<file path="config.mk">
export PLATFORM = sky130hd
export DESIGN_NAME = lcd_pclk_gen_flat
export DESIGN_NICKNAME = d
export VERILOG_FILES = /design/src/rtl/lcd_pclk_pkg.sv /design/src/rtl/lcd_pclk_gen_if.sv /design/src/rtl/lcd_id_debounce.sv /design/src/rtl/lcd_pclk_gen.sv /design/src/flat_wrapper.sv
export SDC_FILE = /design/constraint.sdc
export NUM_CORES = 1
export LEC_CHECK = 0
export BUFFER_PORTS_ARGS = -buffer_cell sky130_fd_sc_hd__clkbuf_2
export CAP_MARGIN = 10
export CORE_MARGIN = 2
export CORE_UTILIZATION = 59
export DETAILED_ROUTE_END_ITERATION = 10
export GPL_ROUTABILITY_DRIVEN = 0
export HOLD_SLACK_MARGIN = 0.03
export PLACE_DENSITY = 0.8
export SKIP_LAST_GASP = 1
export SLEW_MARGIN = 20
export SYNTH_ARGS = -nofsm -noshare
export SYNTH_HDL_FRONTEND = slang
export SYNTH_SLANG_ARGS = --single-unit
</file>
<file path="constraint.sdc">
create_clock -name clk -period 2.9 [get_ports clk]
set_input_delay 0.58 -clock clk [delete_from_list [all_inputs] [get_ports clk]]
set_output_delay 0.58 -clock clk [all_outputs]
set_load 0.02 [all_outputs]
</file>
<file path="src/rtl/lcd_pclk_pkg.sv">
// Shared types and panel table for the LCD pixel-clock generator.
// Maps panel IDs to clk divisors; 0 means stop.
package lcd_pclk_pkg;

  localparam int DIV_W_DEF = 8;

  localparam logic [15:0] ID_4342 = 16'h4342;
  localparam logic [15:0] ID_7084 = 16'h7084;
  localparam logic [15:0] ID_7016 = 16'h7016;
  localparam logic [15:0] ID_4384 = 16'h4384;
  localparam logic [15:0] ID_1018 = 16'h1018;

  typedef enum logic [1:0] {
    ST_STOP,
    ST_RUN,
    ST_DRAIN,
    ST_GAP
  } pclk_state_e;

  function automatic logic [DIV_W_DEF-1:0] id_to_div(
    input logic [15:0] id
  );
    logic [DIV_W_DEF-1:0] d;
    d = '0;
    unique case (1'b1)
      (id == ID_4342): d = DIV_W_DEF'(8);
      (id == ID_7084): d = DIV_W_DEF'(4);
      (id == ID_7016): d = DIV_W_DEF'(2);
      (id == ID_4384): d = DIV_W_DEF'(4);
      (id == ID_1018): d = DIV_W_DEF'(2);
      default:         d = '0;
    endcase
    return d;
  endfunction

endpackage

</file>
<file path="src/rtl/lcd_pclk_gen_if.sv">
// Pixel-clock generator bus: panel ID in, clock/strobes/status out.
// LCD_PCLK_OVERRIDE_EN adds the divisor override inputs.
interface lcd_pclk_gen_if
  import lcd_pclk_pkg::*;
#(
  parameter int DIV_W = DIV_W_DEF
);

  logic [15:0]      lcd_id;
  logic             lcd_pclk;
  logic             pclk_rise;
  logic             pclk_fall;
  logic             pclk_locked;
  logic [DIV_W-1:0] div_cur;
`ifdef LCD_PCLK_OVERRIDE_EN
  logic [DIV_W-1:0] div_ovr;
  logic             div_ovr_vld;

  modport master (
    input  lcd_id, div_ovr, div_ovr_vld,
    output lcd_pclk, pclk_rise, pclk_fall,
    output pclk_locked, div_cur
  );

  modport slave (
    output lcd_id, div_ovr, div_ovr_vld,
    input  lcd_pclk, pclk_rise, pclk_fall,
    input  pclk_locked, div_cur
  );
`else
  modport master (
    input  lcd_id,
    output lcd_pclk, pclk_rise, pclk_fall,
    output pclk_locked, div_cur
  );

  modport slave (
    output lcd_id,
    input  lcd_pclk, pclk_rise, pclk_fall,
    input  pclk_locked, div_cur
  );
`endif

endinterface

</file>
<file path="src/rtl/lcd_id_debounce.sv">
// Accepts a word only after STABLE_CYC consecutive equal cycles.
// id_stable stays high while the input keeps matching.
module lcd_id_debounce #(
  parameter int W          = 16,
  parameter int STABLE_CYC = 16
) (
  input  logic         clk,
  input  logic         rst_n,
  input  logic [W-1:0] din,
  output logic         id_stable,
  output logic [W-1:0] id_acc
);

  localparam int CW = $clog2(STABLE_CYC + 1);

  logic [W-1:0]  samp;
  logic [CW-1:0] run;

  // count equal cycles; latch the word when the count completes
  always_ff @(posedge clk or negedge rst_n) begin
    if (!rst_n) begin
      samp   <= '0;
      run    <= '0;
      id_acc <= '0;
    end else if (din != samp) begin
      samp <= din;
      run  <= CW'(1);
    end else if (run != CW'(STABLE_CYC)) begin
      run <= run + CW'(1);
      if (run == CW'(STABLE_CYC - 1)) begin
        id_acc <= din;
      end
    end
  end

  assign id_stable = (run == CW'(STABLE_CYC));

endmodule

</file>
<file path="src/rtl/lcd_pclk_gen.sv">
// LCD pixel-clock generator with glitch-free divisor switching.
// Optional macro LCD_PCLK_OVERRIDE_EN enables div_ovr/div_ovr_vld.
module lcd_pclk_gen
  import lcd_pclk_pkg::*;
#(
  parameter int DIV_W      = DIV_W_DEF,
  parameter int STABLE_CYC = 16,
  parameter int GAP_CYC    = 4
) (
  input logic            clk,
  input logic            rst_n,
  lcd_pclk_gen_if.master bus
);

  localparam int GW = $clog2(GAP_CYC + 1);

  logic             id_stable;
  logic [DIV_W-1:0] tgt_raw;
  logic [DIV_W-1:0] tgt;

`ifdef LCD_PCLK_OVERRIDE_EN
  localparam int DW = 16 + DIV_W + 1;

  logic [DW-1:0] din;
  logic [DW-1:0] acc;

  assign din = {bus.div_ovr_vld, bus.div_ovr, bus.lcd_id};
  assign tgt_raw = acc[DW-1] ? acc[DW-2:16]
                             : DIV_W'(id_to_div(acc[15:0]));
`else
  localparam int DW = 16;

  logic [DW-1:0] din;
  logic [DW-1:0] acc;

  assign din = bus.lcd_id;
  assign tgt_raw = DIV_W'(id_to_div(acc));
`endif

  lcd_id_debounce #(
    .W          (DW),
    .STABLE_CYC (STABLE_CYC)
  ) u_deb (
    .clk       (clk),
    .rst_n     (rst_n),
    .din       (din),
    .id_stable (id_stable),
    .id_acc    (acc)
  );

  assign tgt = (tgt_raw == DIV_W'(1)) ? DIV_W'(2) : tgt_raw;

  pclk_state_e      state, state_n;
  logic [DIV_W-1:0] cnt, cnt_n;
  logic [DIV_W-1:0] div_cur, div_n;
  logic [GW-1:0]    gcnt, gcnt_n;
  logic             pclk, pclk_n;
  logic             rise, rise_n;
  logic             fall, fall_n;

  logic [DIV_W-1:0] cnt_inc;
  logic             hi;

  assign cnt_inc = (cnt == div_cur - DIV_W'(1)) ? '0
                                                 : cnt + DIV_W'(1);
  assign hi = (cnt < (div_cur >> 1));

  // state, phase counter and registered outputs
  always_ff @(posedge clk or negedge rst_n) begin
    if (!rst_n) begin
      state   <= ST_STOP;
      cnt     <= '0;
      div_cur <= '0;
      gcnt    <= '0;
      pclk    <= 1'b0;
      rise    <= 1'b0;
      fall    <= 1'b0;
    end else begin
      state   <= state_n;
      cnt     <= cnt_n;
      div_cur <= div_n;
      gcnt    <= gcnt_n;
      pclk    <= pclk_n;
      rise    <= rise_n;
      fall    <= fall_n;
    end
  end

  // next state; pclk follows the phase of the count being left
  always_comb begin
    state_n = state;
    cnt_n   = cnt;
    div_n   = div_cur;
    gcnt_n  = gcnt;
    pclk_n  = 1'b0;
    unique case (state)
      ST_STOP: begin
        if (tgt != '0) begin
          state_n = ST_RUN;
          div_n   = tgt;
          cnt_n   = '0;
        end
      end
      ST_RUN: begin
        pclk_n = hi;
        cnt_n  = cnt_inc;
        if (tgt != div_cur) begin
          state_n = ST_DRAIN;
        end
      end
      ST_DRAIN: begin
        if (cnt == '0) begin
          state_n = ST_GAP;
          gcnt_n  = '0;
        end else begin
          pclk_n = hi;
          cnt_n  = cnt_inc;
        end
      end
      ST_GAP: begin
        if (gcnt < GW'(GAP_CYC - 1)) begin
          gcnt_n = gcnt + GW'(1);
        end else if (id_stable) begin
          cnt_n = '0;
          div_n = tgt;
          state_n = (tgt == '0) ? ST_STOP : ST_RUN;
        end
      end
    endcase
    rise_n = pclk_n & ~pclk;
    fall_n = ~pclk_n & pclk;
  end

  assign bus.lcd_pclk    = pclk;
  assign bus.pclk_rise   = rise;
  assign bus.pclk_fall   = fall;
  assign bus.pclk_locked = (state == ST_RUN);
  assign bus.div_cur     = div_cur;

endmodule

</file>
<file path="src/flat_wrapper.sv">
// flat-port wrapper written by rule: the top's interface ports become plain ports
module lcd_pclk_gen_flat import lcd_pclk_pkg::*;
#(
  parameter int DIV_W      = DIV_W_DEF,
  parameter int STABLE_CYC = 16,
  parameter int GAP_CYC    = 4
)
  (clk, rst_n, bus_lcd_id, bus_lcd_pclk, bus_pclk_rise, bus_pclk_fall, bus_pclk_locked, bus_div_cur);
  lcd_pclk_gen_if #(.DIV_W(DIV_W)) bus_i ();
  input logic clk;
  input logic rst_n;
  input wire logic [$bits(bus_i.lcd_id)-1:0] bus_lcd_id;
  output wire logic [$bits(bus_i.lcd_pclk)-1:0] bus_lcd_pclk;
  output wire logic [$bits(bus_i.pclk_rise)-1:0] bus_pclk_rise;
  output wire logic [$bits(bus_i.pclk_fall)-1:0] bus_pclk_fall;
  output wire logic [$bits(bus_i.pclk_locked)-1:0] bus_pclk_locked;
  output wire logic [$bits(bus_i.div_cur)-1:0] bus_div_cur;
  assign bus_i.lcd_id = bus_lcd_id;
  assign bus_lcd_pclk = bus_i.lcd_pclk;
  assign bus_pclk_rise = bus_i.pclk_rise;
  assign bus_pclk_fall = bus_i.pclk_fall;
  assign bus_pclk_locked = bus_i.pclk_locked;
  assign bus_div_cur = bus_i.div_cur;
  lcd_pclk_gen #(.DIV_W(DIV_W), .STABLE_CYC(STABLE_CYC), .GAP_CYC(GAP_CYC)) u_core (.clk(clk), .rst_n(rst_n), .bus(bus_i));
endmodule
</file>
==> run_results.csv, run 1 <==
group,metric,value,unit
global_routing,grt_use_total,20.2,%
sta,setup_violations,0,
synthesis,yosys.area_share.simple,14.0,%
floorplanning,fp.dieH,74.8,microns
synthesis,netlist.top_cell.by_area,"dfrtp_1",
drt,first_iter_violations,50,
outcome,status,"complete, no violations",
power_and_ir_drop,clkPwrFrac,33.8,%
synthesis,yosysWarnings,0,
clock_tree,clk_pin_slew,100,ps
clock_tree,holdBufCountCts,0,
setup_path,startpoint_type,"register",
sta,min_period_over_period,88.5,%
floorplanning,start_util,61.8,%
floorplanning,die-area,5600,sq um
drt,wl,4940,microns
setup_path,worst-path-max-fanout,9,
synthesis,seq_area_frac_synth,47.4,%
synthesis,synthDistinctLibCells,50,
floorplanning,coreArea,4790,sq um
layout,diodes,0,
clock_tree,cts_resized,0,
layout,fin_cells,348,
worst_hold_path,hold_path.class,"in -> async",
run,max-cap-violations,0,
synthesis,ys_seq_elements,56,
global_routing,grt_pass1_wl,8420,microns
synthesis,synth-edff-count,0,
synthesis,synth_flop_cell,"dfrtp_1",
drt,drc,0,
floorplanning,chipWidth,74.8,microns
synthesis,synth-async-reset-ratio,100,%
drt,firstDrtPassIters,4,
synthesis,synthTopCellsByArea,"dfrtp_1 47%, ha_1 6.3%, xor2_1 5.0%, mux2_1 4.6%, mux2_2 3.0%",
power_and_ir_drop,power.density,406,nW/um^2
clock_tree,cts.sinks,56,
sta,tns,0,ps
layout,area_growth_syn_to_layout,7.53,%
global_routing,grt_pass1_vias,1887,
sta,fmax,390,MHz
drt,wl_per_cell,14.2,microns
power_and_ir_drop,p_sw_share,22.2,%
clock_tree,cts_root_buffer,"clkbuf_8",
drt,avgViaCountPerCell,5.55,
drt,vias,1931,
clock_tree,cts_buffers,5,
setup_path,crit_path_end_kind,"register",
power_and_ir_drop,p_leak,1.50,nW
sta,tightestPinTransition,685,ps
synthesis,synthXorXnorAreaFrac,7.40,%
clock_tree,cts_setup_buffers,0,
power_and_ir_drop,seq_power_share,61.7,%
floorplanning,ios,30,
place,dpl.cell_count,340,
drt,antenna_left,0,
power_and_ir_drop,p_comb_share,4.5,%
layout,drive_gt1_share,19.6,%
floorplanning,rows,25,
synthesis,syn_inst,266,
place,dpl.hpwl,3710,microns
clock_tree,clock_path_buffers,2,
synthesis,synth_mux_area_share,7.95,%
setup_path,worstPathRequired,3100,ps
setup_path,worstSetupPathType,"reg -> reg",
synthesis,synth_top_area_share,47.4,%
synthesis,synth_top_family_by_area,"simple AND/OR/NAND/NOR gates",
synthesis,synth_compound_area_share,11.3,%
power_and_ir_drop,peakVddDrop,0.310,mV
global_routing,antenna_found_initial,0,
global_routing,grt_start_max_net_pins,57,
power_and_ir_drop,p_int,1.00,mW
global_routing,grt_remaining_overflow,0,
clock_tree,htree_levels,2,
sta,slew_violations,0,
sta,finClkSkew,4.64,ps
sta,layout_min_cycle_time,2570,ps
synthesis,synth.avg_cell_area,11.1,sq um
place,port_buffers,24,
sta,rsz0062_at_grt,"false",
clock_tree,clk_latency,300,ps
layout,final_nets,313,
synthesis,synth_fa_ha_area_share,6.35,%
setup_path,crit_arrival,2770,ps
clock_tree,cts_tree,"yes",
sta,slew_headroom,54.3,%
sta,hold_viol,0,
power_and_ir_drop,net-switching-power,0.286,mW
synthesis,syn_area,2960,sq um
placed cells by master (no fill, tap or decap), types with 2 or more instances in the layout:
master / Yosys / final
a21o_1: 2 / 2
a21oi_1: 5 / 5
a22o_1: 7 / 7
and2_1: 3 / 3
and2b_1: 3 / 3
and3_1: 4 / 4
and3_2: 2 / 2
and4b_1: 2 / 2
buf_4: 6 / 2
clkbuf_2: 0 / 24
clkbuf_8: 0 / 6
clkinvlp_4: 0 / 2
conb_1: 1 / 5
dfrtp_1: 56 / 56
ha_1: 15 / 15
inv_1: 14 / 14
mux2_1: 12 / 12
mux2_2: 8 / 8
nand2_1: 9 / 9
nand2b_1: 3 / 3
nand3_1: 4 / 4
nand4_1: 3 / 3
nor2_1: 8 / 8
nor2b_1: 2 / 2
nor3b_1: 2 / 2
nor4_1: 9 / 9
nor4b_1: 4 / 4
nor4bb_1: 2 / 2
o21ai_0: 7 / 7
o21ai_1: 7 / 7
o21ai_2: 3 / 3
o31ai_1: 3 / 3
xnor2_1: 8 / 8
xor2_1: 17 / 17
logic make-up (layout without fill, tap and decap cells):
logic type / Yosys count / after routing
and+or+nand+nor: 66 / 66
DFF: 56 / 56
AOI/OAI and AO/OA: 45 / 45
buffers and inverters: 37 / 48
xor gates and xnor gates: 25 / 25
muxes: 21 / 21
adders and majority gates: 15 / 15
other: 1 / 5
layer usage:
layer / up-vias / wire [microns] / track usage, %
li1: 951 / - / -
met1: 941 / 2270 / 24.8
met2: 31 / 2420 / 33.8
met3: 8 / 121 / 4.15
met4: 0 / 132 / 10.1
met5: - / 0 / 0
Yosys cell counts, drive strengths merged, types with 6 or more instances:
cell / n
clkbuf: 17
nor2: 10
ha: 15
mux2: 20
xor2: 17
dfrtp: 56
a22o: 7
inv: 14
nand2: 9
a21oi: 6
buf: 6
nor4: 9
o21ai: 17
xnor2: 8
and3: 6
power by group through the flow:
| stage | clock network [mW] | registers [mW] | logic, mW |
|---|---|---|---|
| floorplan | 0 | 0.811 | 0.0328 |
| global placement | 0 | 0.812 | 0.0587 |
| detailed placement | 0 | 0.812 | 0.0595 |
| CTS | 0.452 | 0.796 | 0.0598 |
| global route | 0.483 | 0.798 | 0.0663 |
| finish | 0.437 | 0.796 | 0.0578 |
worst max-delay path: stages, from the launching register on:
cell	delay, ps
dfrtp_1	510
inv_1	100
ha_1	210
ha_1	180
or3_1	360
a211oi_2	240
o21ai_2	100
o31ai_4	390
o21ai_1	140
a22o_1	240
sequential cells by signal (all words and copies together) (netlist names):
signal                flops
u_core.cnt                8
u_core.u_deb.id_acc      16
u_core.bus.lcd_pclk       1
u_core.state              2
u_core.gcnt               3
u_core.bus.div_cur        3
u_core.u_deb.samp        16
u_core.bus.pclk_rise      1
u_core.u_deb.run          5
u_core.bus.pclk_fall      1
path summary, 6_finish.rpt:
check | from | endpoint | slack [ps] | cells after the start
min in group clk | bus_lcd_id[9] | u_core.u_deb.samp[9]$_DFFE_PN0N_ | 420 | 1
min reg2reg | u_core.bus.lcd_pclk$_DFF_PN0_ | u_core.bus.pclk_rise$_DFF_PN0_ | 460 | 1
max reg2reg | u_core.bus.div_cur[1]$_DFFE_PN0P_ | u_core.cnt[4]$_DFFE_PN0P_ | 330 | 9
max | u_core.bus.div_cur[1]$_DFFE_PN0P_ | u_core.cnt[4]$_DFFE_PN0P_ | 330 | 9
min | rst_n | u_core.bus.lcd_pclk$_DFF_PN0_ | 390 | 2
max in group asynchronous | rst_n | u_core.bus.div_cur[2]$_DFFE_PN0P_ | 2050 | 2
final cells by class:
cell class	instances	area [sq um]
inverter	14	52.6
fill	382	1610
clock inverter	2	15.0
multi-input combinational	177	1410
sequential	56	1400
timing repair buffer	26	135
tap	67	83.8
clock buffer	6	82.6
stage by stage:
step	power (mW)	area, sq um	util (%)	hold WS, ps	setup slack [ps]
global route	1.35	3180	66.5	400	126
detailed placement	0.871	3080	64.4	457	331
floorplan	0.844	2970	-	284	447
CTS	1.31	3180	66.5	402	319
finish	1.29	3180	66.5	386	333
global placement	0.870	3080	64.4	438	371
(Power assumes the default switching activity.)
==> inputs of run 2 (changes only) <==
Settings changed: CORE_ASPECT_RATIO from default to 1.1.
==> run_results.csv, run 2 (same netlist as run 1, synthesis figures left out) <==
group,metric,value,unit
outcome,status,"complete, no violations",
global_routing,grt_use_total,20.0,%
global_routing,grt_start_max_net_pins,57,
layout,fin_cells,339,
layout,final_core_util,64.5,%
global_routing,met2_usage,33.7,%
setup_path,worstPathRequired,3100,ps
clock_tree,clk_latency,300,ps
floorplanning,die-area,5600,sq um
global_routing,grt_use_met3,4.24,%
clock_tree,cts_tree,"yes",
setup_path,worst-path-max-fanout,9,
layout,drive_gt1_share,19.2,%
floorplanning,chipWidth,71.5,microns
drt,wl_per_cell,14.8,microns
drt,drc,0,
layout,final_cell_mix,"56 x dfrtp_1, 24 x clkbuf_2, 17 x xor2_1",
power_and_ir_drop,power.density,425,nW/um^2
drt,first_iter_violations,77,
global_routing,grt_remaining_overflow,0,
clock_tree,cts_resized,0,
layout,layout_commonest_cell,"dfrtp_1",
place,dpl.hpwl,3740,microns
sta,setup_ws,402,ps
setup_path,crit_path_end_kind,"register",
clock_tree,clk_pin_slew,100,ps
run,max-cap-violations,0,
floorplanning,coreArea,4930,sq um
sta,fmax,400,MHz
sta,setup_violations,0,
sta,slew_violations,0,
sta,hold_viol,0,
floorplanning,start_util,60.0,%
layout,top_regs,"u_core.u_deb.id_acc x16, u_core.u_deb.samp x16, u_core.cnt x8",
setup_path,critPathLaunch,"u_core.bus.div_cur[2]$_DFFE_PN0P_",
power_and_ir_drop,total_power,1.35,mW
layout,diodes,0,
place,port_buffers,24,
clock_tree,cts_buffers,5,
sta,tightestPinTransition,685,ps
sta,tns,0,ps
place,dpl.cell_count,331,
setup_path,startpoint_type,"register",
setup_path,r2r_cells,9,
clock_tree,cts.sinks,56,
power_and_ir_drop,peakVddDrop,0.318,mV
sta,rsz0062_at_grt,"false",
global_routing,grt.busiest_layer,"met2",
global_routing,grt.met1_usage,24.5,%
clock_tree,cts_setup_buffers,0,
clock_tree,holdBufCountCts,0,
setup_path,crit_top_cell,"ha_1",
setup_path,path_cells,"inv_1, ha_1, ha_1, or3_1, a211oi_2, o21ai_2, o31ai_4, o21ai_1, a22o_1",
setup_path,rr_startpoint,"u_core.bus.div_cur[2]$_DFFE_PN0P_",
place,place_area,3070,sq um
layout,final_nets,313,
setup_path,worstSetupPathType,"reg -> reg",
sta,layout_min_cycle_time,2500,ps
drt,vias,1926,
floorplanning,rows,27,
layout,n_fill_cell,389,
floorplanning,ios,30,
sta,finClkSkew,6.68,ps
setup_path,crit_arrival,2700,ps
drt,avgViaCountPerCell,5.68,
global_routing,grt_pass1_vias,1953,
sta,min_period_over_period,86.1,%
drt,wl,5020,microns
clock_tree,htree_levels,2,
drt,firstDrtPassIters,5,
sta,whs,383,ps
drt,antenna_left,0,
layout,fin_area,3180,sq um
global_routing,antenna_found_initial,0,
clock_tree,clock_path_buffers,2,
layout,area_growth_syn_to_layout,7.49,%
worst_hold_path,hold_path.class,"in -> async",
sta,slew_headroom,54.3,%
floorplanning,fp.dieH,78.3,microns
setup_path,slowest_delay,440,ps
setup_path,slowest_stage,"dfrtp_1",
global_routing,grt_pass1_wl,8740,microns
power_and_ir_drop,p_leak,1.52,nW
clock_tree,cts_root_buffer,"clkbuf_8",
place,preCtsSetupSlack,254,ps
## run 2: changes by cell type in the layout (fill, tap and decap cells not counted)
| cell | previous run | this run |
|---|---|---|
| bufinv_16 | 0 | 1 |
| clkbuf_1 | 0 | 1 |
| clkbuf_8 | 6 | 5 |
| clkinv_2 | 0 | 1 |
| clkinvlp_4 | 2 | 0 |
## run 2: critical path: cells and delay by family (launching register included)
kind,cells,cell delay (ps)
adder cells (fa/ha/maj),2,390
buffers and inverters,1,100
AND/OR/NAND/NOR,1,360
flip-flops,1,440
AO/OA/AOI/OAI,5,1100
## run 2: layout make-up
class / count / area [sq um] / share of cell area, %
Multi-Input combinational cell: 177 / 1410 / 44.4
Tap cell: 58 / 72.6 / 2.28
Clock buffer: 6 / 72.6 / 2.28
Timing Repair Buffer: 26 / 135 / 4.25
Sequential cell: 56 / 1400 / 44.1
Clock inverter: 2 / 35.0 / 1.10
Inverter: 14 / 52.6 / 1.65
## run 2: final timing paths
check | to | slack (ps)
setup / recovery | u_core.cnt[7]$_DFFE_PN0P_ | 400
hold / removal | u_core.bus.pclk_rise$_DFF_PN0_ | 380
setup reg to reg | u_core.cnt[7]$_DFFE_PN0P_ | 400
hold reg to reg | u_core.bus.pclk_rise$_DFF_PN0_ | 450
max in group asynchronous | u_core.cnt[7]$_DFFE_PN0P_ | 2050
min in group clk | u_core.u_deb.samp[12]$_DFFE_PN0N_ | 420
## run 2: where the power goes
group,leakage (nW),internal (mW),switching [mW]
Sequential,0.740,0.791,0.00479
Combinational,0.721,0.0193,0.0387
Clock,0.0552,0.257,0.239
## run 2: layer usage
layer | vias up | wire length (microns)
li1 | 944 | -
met1 | 928 | 2200
met2 | 44 | 2530
met3 | 10 | 185
met4 | 0 | 108
met5 | - | 0
